`src/rtl/mcs4_bus_tracer_if.sv`:
```
// Bundle of the observed MCS-4 bus lines plus the trace drain port of
// mcs4_bus_tracer. The slave modport is the tracer; the master modport is the
// system/host side that owns the bus and consumes records.
//
// Trace handshake: trace_valid is high whenever the FIFO holds a record and
// trace_data is then the head record; it stays stable while trace_valid=1 and
// trace_ready=0. A record is consumed on every sysclk rising edge where
// trace_valid && trace_ready are both high; the consumer may hold trace_ready
// high permanently.
//
// Optional feature macro: MCS4_TRACE_TSTAMP_EN (prepends a timestamp).
interface mcs4_bus_tracer_if #(
  parameter int NUM_CMRAM = 4,
  parameter int DEPTH     = 16,
  parameter int OVF_WIDTH = 8,
  parameter int TS_WIDTH  = 16
);
`ifdef MCS4_TRACE_TSTAMP_EN
  localparam int TS_EN = 1;
`else
  localparam int TS_EN = 0;
`endif
  localparam int RW = 25 + NUM_CMRAM + TS_EN * TS_WIDTH;
  localparam int CW = $clog2(DEPTH) + 1;

  // observed MCS-4 bus lines
  logic                  clk2;
  logic                  sync;
  logic [3:0]            data;
  logic                  cmrom;
  logic [NUM_CMRAM-1:0]  cmram;
  // trace drain port and status
  logic                  trace_valid;
  logic                  trace_ready;
  logic [RW-1:0]         trace_data;
  logic [CW-1:0]         trace_count;
  logic                  locked;
  logic                  sync_err;
  logic [OVF_WIDTH-1:0]  ovf_cnt;
  // debug view of the phase tracker state (A1=0 .. X3=7)
  logic [2:0]            phase;

  modport master (
    output clk2, sync, data, cmrom, cmram, trace_ready,
    input  trace_valid, trace_data, trace_count, locked, sync_err, ovf_cnt, phase
  );

  modport slave (
    input  clk2, sync, data, cmrom, cmram, trace_ready,
    output trace_valid, trace_data, trace_count, locked, sync_err, ovf_cnt, phase
  );
endinterface

```
`src/rtl/mcs4_bus_tracer.sv`:
```
// Passive MCS-4 bus tracer: follows the 8-phase instruction cycle on clk2
// falling edges, assembles {addr, opcode, X2 data, CM flags} per cycle and
// queues the records in a circular FIFO drained via valid/ready.
// Optional feature macro: MCS4_TRACE_TSTAMP_EN (instruction-cycle timestamp
// prepended as record MSBs).
module mcs4_bus_tracer #(
  parameter int NUM_CMRAM = 4,
  parameter int DEPTH     = 16,
  parameter int OVF_WIDTH = 8,
  parameter int TS_WIDTH  = 16
) (
  input  logic sysclk,
  input  logic poc_n,
  mcs4_bus_tracer_if.slave bus
);
`ifdef MCS4_TRACE_TSTAMP_EN
  localparam int TS_EN = 1;
`else
  localparam int TS_EN = 0;
`endif
  localparam int RW = 25 + NUM_CMRAM + TS_EN * TS_WIDTH;
  localparam int AW = $clog2(DEPTH);
  localparam int CW = AW + 1;
  localparam logic [CW-1:0] FULL_CNT = CW'(DEPTH);

  // phase tracker and capture registers
  logic                 clk2_q;
  logic [2:0]           phase_q, phase_d;
  logic                 locked_q, locked_d;
  logic                 sync_err_q, sync_err_d;
  logic [6:0]           cap_q, cap_d;       // one bit per phase A1..X2 seen since lock
  logic [11:0]          addr_q, addr_d;
  logic [7:0]           op_q, op_d;
  logic [3:0]           xd_q, xd_d;
  logic                 rom_q, rom_d;
  logic [NUM_CMRAM-1:0] ram_q, ram_d;

  logic                 strobe;
  logic                 x3_ok;
  logic                 push;
  logic [RW-1:0]        rec;

  // FIFO
  logic [RW-1:0]        mem [DEPTH];
  logic [AW:0]          wr_ptr_q, rd_ptr_q;
  logic [OVF_WIDTH-1:0] ovf_q;
  logic [CW-1:0]        count;
  logic                 pop;
  logic                 push_ok;

  assign strobe = clk2_q & ~bus.clk2;

  // tracker state register; reset discards any partial record
  always_ff @(posedge sysclk or negedge poc_n) begin
    if (!poc_n) begin
      clk2_q     <= 1'b0;
      phase_q    <= 3'd0;
      locked_q   <= 1'b0;
      sync_err_q <= 1'b0;
      cap_q      <= '0;
      addr_q     <= '0;
      op_q       <= '0;
      xd_q       <= '0;
      rom_q      <= 1'b0;
      ram_q      <= '0;
    end else begin
      clk2_q     <= bus.clk2;
      phase_q    <= phase_d;
      locked_q   <= locked_d;
      sync_err_q <= sync_err_d;
      cap_q      <= cap_d;
      addr_q     <= addr_d;
      op_q       <= op_d;
      xd_q       <= xd_d;
      rom_q      <= rom_d;
      ram_q      <= ram_d;
    end
  end

  // next phase, lock/sync-error decisions and field capture on each strobe
  always_comb begin
    phase_d    = phase_q;
    locked_d   = locked_q;
    sync_err_d = sync_err_q;
    cap_d      = cap_q;
    addr_d     = addr_q;
    op_d       = op_q;
    xd_d       = xd_q;
    rom_d      = rom_q;
    ram_d      = ram_q;
    if (strobe) begin
      if (bus.sync && !locked_q) begin
        // first sync marks X3; next strobe is A1
        phase_d  = 3'd7;
        locked_d = 1'b1;
        cap_d    = '0;
      end else if (bus.sync && phase_q != 3'd6) begin
        // early sync: realign to X3 and drop the partial record
        sync_err_d = 1'b1;
        phase_d    = 3'd7;
        cap_d      = '0;
      end else if (locked_q && phase_q == 3'd6 && !bus.sync) begin
        // sync missing at X3: lose lock
        sync_err_d = 1'b1;
        locked_d   = 1'b0;
        cap_d      = '0;
        phase_d    = phase_q + 3'd1;
      end else begin
        phase_d = phase_q + 3'd1;
        if (locked_q) begin
          case (phase_d)
            3'd0: begin addr_d[3:0]  = bus.data; cap_d[0] = 1'b1; end
            3'd1: begin addr_d[7:4]  = bus.data; cap_d[1] = 1'b1; end
            3'd2: begin addr_d[11:8] = bus.data; cap_d[2] = 1'b1; end
            3'd3: begin op_d[7:4]    = bus.data; cap_d[3] = 1'b1; end
            3'd4: begin op_d[3:0]    = bus.data; cap_d[4] = 1'b1; end
            3'd5: cap_d[5] = 1'b1;
            3'd6: begin
              xd_d     = bus.data;
              rom_d    = bus.cmrom;
              ram_d    = bus.cmram;
              cap_d[6] = 1'b1;
            end
            default: cap_d = '0;  // valid X3: record handed off, start afresh
          endcase
        end
      end
    end
  end

`ifdef MCS4_TRACE_TSTAMP_EN
  logic [TS_WIDTH-1:0] ts_q;

  // instruction-cycle counter; held at zero while unlocked
  always_ff @(posedge sysclk or negedge poc_n) begin
    if (!poc_n)        ts_q <= '0;
    else if (!locked_q) ts_q <= '0;
    else if (x3_ok)    ts_q <= ts_q + 1'b1;
  end
`endif

  // record assembly and push request on a valid, fully captured X3
  always_comb begin
    x3_ok = strobe && locked_q && (phase_q == 3'd6) && bus.sync;
    push  = x3_ok && (&cap_q);
`ifdef MCS4_TRACE_TSTAMP_EN
    rec   = {ts_q, addr_q, op_q, xd_q, rom_q, ram_q};
`else
    rec   = {addr_q, op_q, xd_q, rom_q, ram_q};
`endif
  end

  assign count   = wr_ptr_q - rd_ptr_q;
  assign pop     = (count != '0) && bus.trace_ready;
  assign push_ok = push && ((count != FULL_CNT) || pop);

  // record storage; contents need no reset since count gates visibility
  always_ff @(posedge sysclk) begin
    if (push_ok) mem[wr_ptr_q[AW-1:0]] <= rec;
  end

  // FIFO pointers and saturating drop counter
  always_ff @(posedge sysclk or negedge poc_n) begin
    if (!poc_n) begin
      wr_ptr_q <= '0;
      rd_ptr_q <= '0;
      ovf_q    <= '0;
    end else begin
      if (push_ok) wr_ptr_q <= wr_ptr_q + 1'b1;
      if (pop)     rd_ptr_q <= rd_ptr_q + 1'b1;
      if (push && !push_ok && ovf_q != '1) ovf_q <= ovf_q + 1'b1;
    end
  end

  assign bus.trace_valid = (count != '0);
  assign bus.trace_data  = (count != '0) ? mem[rd_ptr_q[AW-1:0]] : '0;
  assign bus.trace_count = count;
  assign bus.locked      = locked_q;
  assign bus.sync_err    = sync_err_q;
  assign bus.ovf_cnt     = ovf_q;
  assign bus.phase       = phase_q;
endmodule

```
`src/flat_wrapper.sv`:
```
// flat-port wrapper written by rule: the top's interface ports become plain ports
module mcs4_bus_tracer_flat 
#(
  parameter int NUM_CMRAM = 4,
  parameter int DEPTH     = 16,
  parameter int OVF_WIDTH = 8,
  parameter int TS_WIDTH  = 16
)
  (sysclk, poc_n, bus_clk2, bus_sync, bus_data, bus_cmrom, bus_cmram, bus_trace_ready, bus_trace_valid, bus_trace_data, bus_trace_count, bus_locked, bus_sync_err, bus_ovf_cnt, bus_phase);
  mcs4_bus_tracer_if #(.NUM_CMRAM(NUM_CMRAM), .DEPTH(DEPTH), .OVF_WIDTH(OVF_WIDTH), .TS_WIDTH(TS_WIDTH)) bus_i ();
  input  logic sysclk;
  input  logic poc_n;
  input wire logic [$bits(bus_i.clk2)-1:0] bus_clk2;
  input wire logic [$bits(bus_i.sync)-1:0] bus_sync;
  input wire logic [$bits(bus_i.data)-1:0] bus_data;
  input wire logic [$bits(bus_i.cmrom)-1:0] bus_cmrom;
  input wire logic [$bits(bus_i.cmram)-1:0] bus_cmram;
  input wire logic [$bits(bus_i.trace_ready)-1:0] bus_trace_ready;
  output wire logic [$bits(bus_i.trace_valid)-1:0] bus_trace_valid;
  output wire logic [$bits(bus_i.trace_data)-1:0] bus_trace_data;
  output wire logic [$bits(bus_i.trace_count)-1:0] bus_trace_count;
  output wire logic [$bits(bus_i.locked)-1:0] bus_locked;
  output wire logic [$bits(bus_i.sync_err)-1:0] bus_sync_err;
  output wire logic [$bits(bus_i.ovf_cnt)-1:0] bus_ovf_cnt;
  output wire logic [$bits(bus_i.phase)-1:0] bus_phase;
  assign bus_i.clk2 = bus_clk2;
  assign bus_i.sync = bus_sync;
  assign bus_i.data = bus_data;
  assign bus_i.cmrom = bus_cmrom;
  assign bus_i.cmram = bus_cmram;
  assign bus_i.trace_ready = bus_trace_ready;
  assign bus_trace_valid = bus_i.trace_valid;
  assign bus_trace_data = bus_i.trace_data;
  assign bus_trace_count = bus_i.trace_count;
  assign bus_locked = bus_i.locked;
  assign bus_sync_err = bus_i.sync_err;
  assign bus_ovf_cnt = bus_i.ovf_cnt;
  assign bus_phase = bus_i.phase;
  mcs4_bus_tracer #(.NUM_CMRAM(NUM_CMRAM), .DEPTH(DEPTH), .OVF_WIDTH(OVF_WIDTH), .TS_WIDTH(TS_WIDTH)) u_core (.sysclk(sysclk), .poc_n(poc_n), .bus(bus_i));
endmodule
```
`config.mk`:
```
export PLATFORM = sky130hd
export DESIGN_NAME = mcs4_bus_tracer_flat
export DESIGN_NICKNAME = d
export VERILOG_FILES = /design/src/rtl/mcs4_bus_tracer_if.sv /design/src/rtl/mcs4_bus_tracer.sv /design/src/flat_wrapper.sv
export SDC_FILE = /design/constraint.sdc
export NUM_CORES = 1
export LEC_CHECK = 0
export CORE_MARGIN = 10
export CORE_UTILIZATION = 65
export CTS_CLUSTER_SIZE = 12
export DETAILED_ROUTE_END_ITERATION = 7
export GPL_ROUTABILITY_DRIVEN = 0
export PLACE_DENSITY = 0.84
export SETUP_SLACK_MARGIN = 0.3
export SLEW_MARGIN = 15
export SYNTH_ARGS = -nofsm -noshare
export SYNTH_HDL_FRONTEND = slang
export SYNTH_SLANG_ARGS = --single-unit
```
`constraint.sdc`:
```
create_clock -name sysclk -period 7.42 [get_ports sysclk]
set_input_delay 1.113 -clock sysclk [delete_from_list [all_inputs] [get_ports sysclk]]
set_output_delay 1.113 -clock sysclk [all_outputs]
set_load 0.01 [all_outputs]
```
==> results by group <==
Critical path
  • Worst Setup Start Kind: flip-flop
  • CP arrival: 4.44 ns
  • Worst-path maximum fanout: 24
  • CP required: 6.31 ns
  • WS Path Type: flip-flop to output port
  • R2R depth: 7
  • Worst setup EP type: output port

Logic synthesis
  • Top post-synthesis cells by area: edfxtp_1 (67%), mux4_2 (13%), dfrtp_1 (7.2%)
  • Mapped Cells: 1040
  • Leading cell types by count after synthesis: edfxtp_1 (464), mux4_2 (116), nand2_1 (78)
  • Post-synth ARST share: a little under an eighth
  • Area of the mapped netlist: 0.0208 sq mm
  • Seq cells post-synth: 524
  • Top-count cell post-synth: edfxtp_1
  • Sequential area share after synthesis: 74.4%
  • Synth area leader: edfxtp_1
  • Syn. warnings: 0
  • Post-synth EDFFs: roughly 460
  • Dominant synthesized flop cell: edfxtp_1
  • Post-synth cell types: between 40 and 50
  • Synth top area share: ~67%
  • Syn avg cell area: approximately 20 sq um
  • Mapped Nets: about 1100

CTS
  • Clock root buffer: clkbuf_16
  • Number of CTS-inserted buffers: 51
  • Clk sinks: 524
  • Hold_buf cts: 0
  • CTS resizes: 0
  • CTS tree: done
  • Later-pin clock latency in the skew report: ~0.56 ns
  • Worst-path clk slew: 0.06 ns
  • Htree depth: 2
  • Max Buffers Root-to-Sink: 3
  • Post-CTS Setup Bufs: 0

STA
  • Final Slew Violations: 0
  • Clock Skew: about 0.022 ns
  • Fin crit period: 5.55 ns
  • Slew @ Worst Pin: between 1 and 1.5 ns
  • Setup Viol. Count Final: 0
  • Slew headroom: 23.6%
  • Setup TNS: 0 ns
  • Fmax: 180 MHz
  • Final worst-path cycle share: between 70% and 80%
  • Hold Vio Cnt, Final: 0
  • WHS: between 0.4 and 0.5 ns
  • Unrepaired setup endpoints after global routing: no

Final layout
  • N_diodes: 0
  • Post-route cell area: roughly 0.023 sq mm
  • Share of layout cells above drive strength 1: ~21%
  • Final nets: 1148
  • P&R area growth vs syn: 12.2%
  • # fillers: 1742

Floorplan
  • Core area: 0.0316 sq mm
  • I/O pin cnt: 62
  • Die H: approximately 200 um
  • Die area: approximately 0.039 sq mm
  • Rows: between 60 and 70
  • DIE WIDTH: just under 200 um
  • Initial core utilization: around two thirds

Status
  • Status: finished clean

Routing
  • Vias: ~11000
  • WL final: about 46000 um
  • WL per Instance: 29.8 um
  • Residual DRC: 0
  • Post-route ant nets: 0
  • Drt pass-1 iters: 5
  • Starting DRT DRC Count: 1200
  • Vias per cell: approximately 6.8

Flow run
  • Max_cap viols: 0

Placement
  • Placed cell areas: ~0.022 sq mm
  • Port bufs: just over 60
  • HPWL Detailed: between 20000 and 25000 um

Power and ir drop
  • Post-layout power: 8.90 mW
  • VDD IR max: approximately 0.32 mV
  • Leakage: 8.00 nW
  • PD cells: between 300 and 400 mW/mm^2

Global route
  • Gr usage total: about a quarter
  • Number of global-route vias before repair: between 10000 and 15000
  • First-pass GRT wire length: around 70000 um
  • Antenna violations before repair: 1
  • Largest net degree at the start of global routing: 61
  • Total grt overflow: 0

Hold path
  • Depth of the worst hold-timing path: 1
  • HP Class: flip-flop to flip-flop
## metal layers
layer | track usage (%) | share of wire, %
met4 | 8.48 | 3.0
met5 | 0 | 0
met1 | 32.5 | 38
met3 | 4.61 | 9.4
met2 | 39.2 | 50
## report_power, final
part | switching (mW) | internal (mW) | total, mW
logic | 1.22 | 1.26 | 2.47
clock network | 1.03 | 1.40 | 2.43
registers | 0.392 | 3.60 | 4.00
## sequential cells by signal, indices dropped and copies added, names as in the netlist
name                 flops
u_core.ram_q             4
u_core.addr_q           12
u_core.wr_ptr_q          5
u_core.bus.phase         3
u_core.clk2_q            1
u_core.bus.sync_err      1
u_core.cap_q             7
u_core.rom_q             1
u_core.bus.locked        1
u_core.bus.ovf_cnt       8
u_core.op_q              8
u_core.mem             464
u_core.xd_q              4
u_core.rd_ptr_q          5
## layout by cell type, fill, tap and decap left out, types with 3 or more instances in the layout
cell type and n:
edfxtp_1 464, mux4_2 116, nand2_1 78, clkdlybuf4s50_1 60
dfrtp_1 57, clkbuf_16 53, clkbuf_1 36, and3_1 34
mux2i_1 30, mux2_2 30, a211oi_1 29, nor2_1 16
ha_1 16, and3_2 14, xnor2_1 11, o21ai_0 11
buf_4 11, a21oi_1 9, inv_1 8, nand3_1 8
xor2_1 7, o21a_1 7, nand4_1 6, inv_2 3
o21bai_1 3
## worst max-delay path, stage by stage (launching register included)
cell and delay, ns:
dfrtp_4 0.66, ha_1 0.31, fa_1 0.40, nand2b_1 0.16, a21oi_1 0.15, xor2_1 0.38
inv_2 0.12, nor3_4 0.56, buf_4 0.46, a211oi_1 0.16, clkdlybuf4s50_1 0.53
## final timing paths
path / startpoint / to / slack (ns)
worst max-delay path: u_core.rd_ptr_q[0] / bus_trace_data[19] / 1.87
worst min-delay path: u_core.cap_q[5] / u_core.cap_q[5] / 0.49
worst max register to register: u_core.rd_ptr_q[0] / u_core.mem[6][8] / 3.29
worst min register to register: u_core.cap_q[5] / u_core.cap_q[5] / 0.49
max in group asynchronous: poc_n / u_core.rd_ptr_q[0] / 5.96
min in group asynchronous: poc_n / u_core.bus.phase[2] / 0.78
## cell families after synthesis
| group | synth area share [%] |
|---|---|
| buf+inv | 1.31 |
| compound gates | 2.10 |
| simple gates | 4.48 |
| mux | 15.8 |
| fa+ha+maj | 1.06 |
| flops | 74.4 |
| xor+xnor | 0.916 |
## through the flow
stage	instances	utilization [%]	worst slack (ns)
global route	1560	73.8	1.66
global placement	1466	68.9	2.58
CTS	1560	73.8	1.85
detailed placement	1466	68.9	2.49
finish	1560	73.8	1.87
floorplan	1040	-	2.43
## area by class of cell
cell class / count / area (sq um) / area share [%]
sequential: 524 / 15400 / 66.3
tap: 402 / 503 / 2.16
clock buffer: 90 / 1480 / 6.33
multi-input combinational: 457 / 5070 / 21.8
inverter: 11 / 41.3 / 0.177
timing repair buffer: 72 / 688 / 2.95
clock inverter: 4 / 67.6 / 0.290
Note: power is estimated with default switching activity, not from simulation.
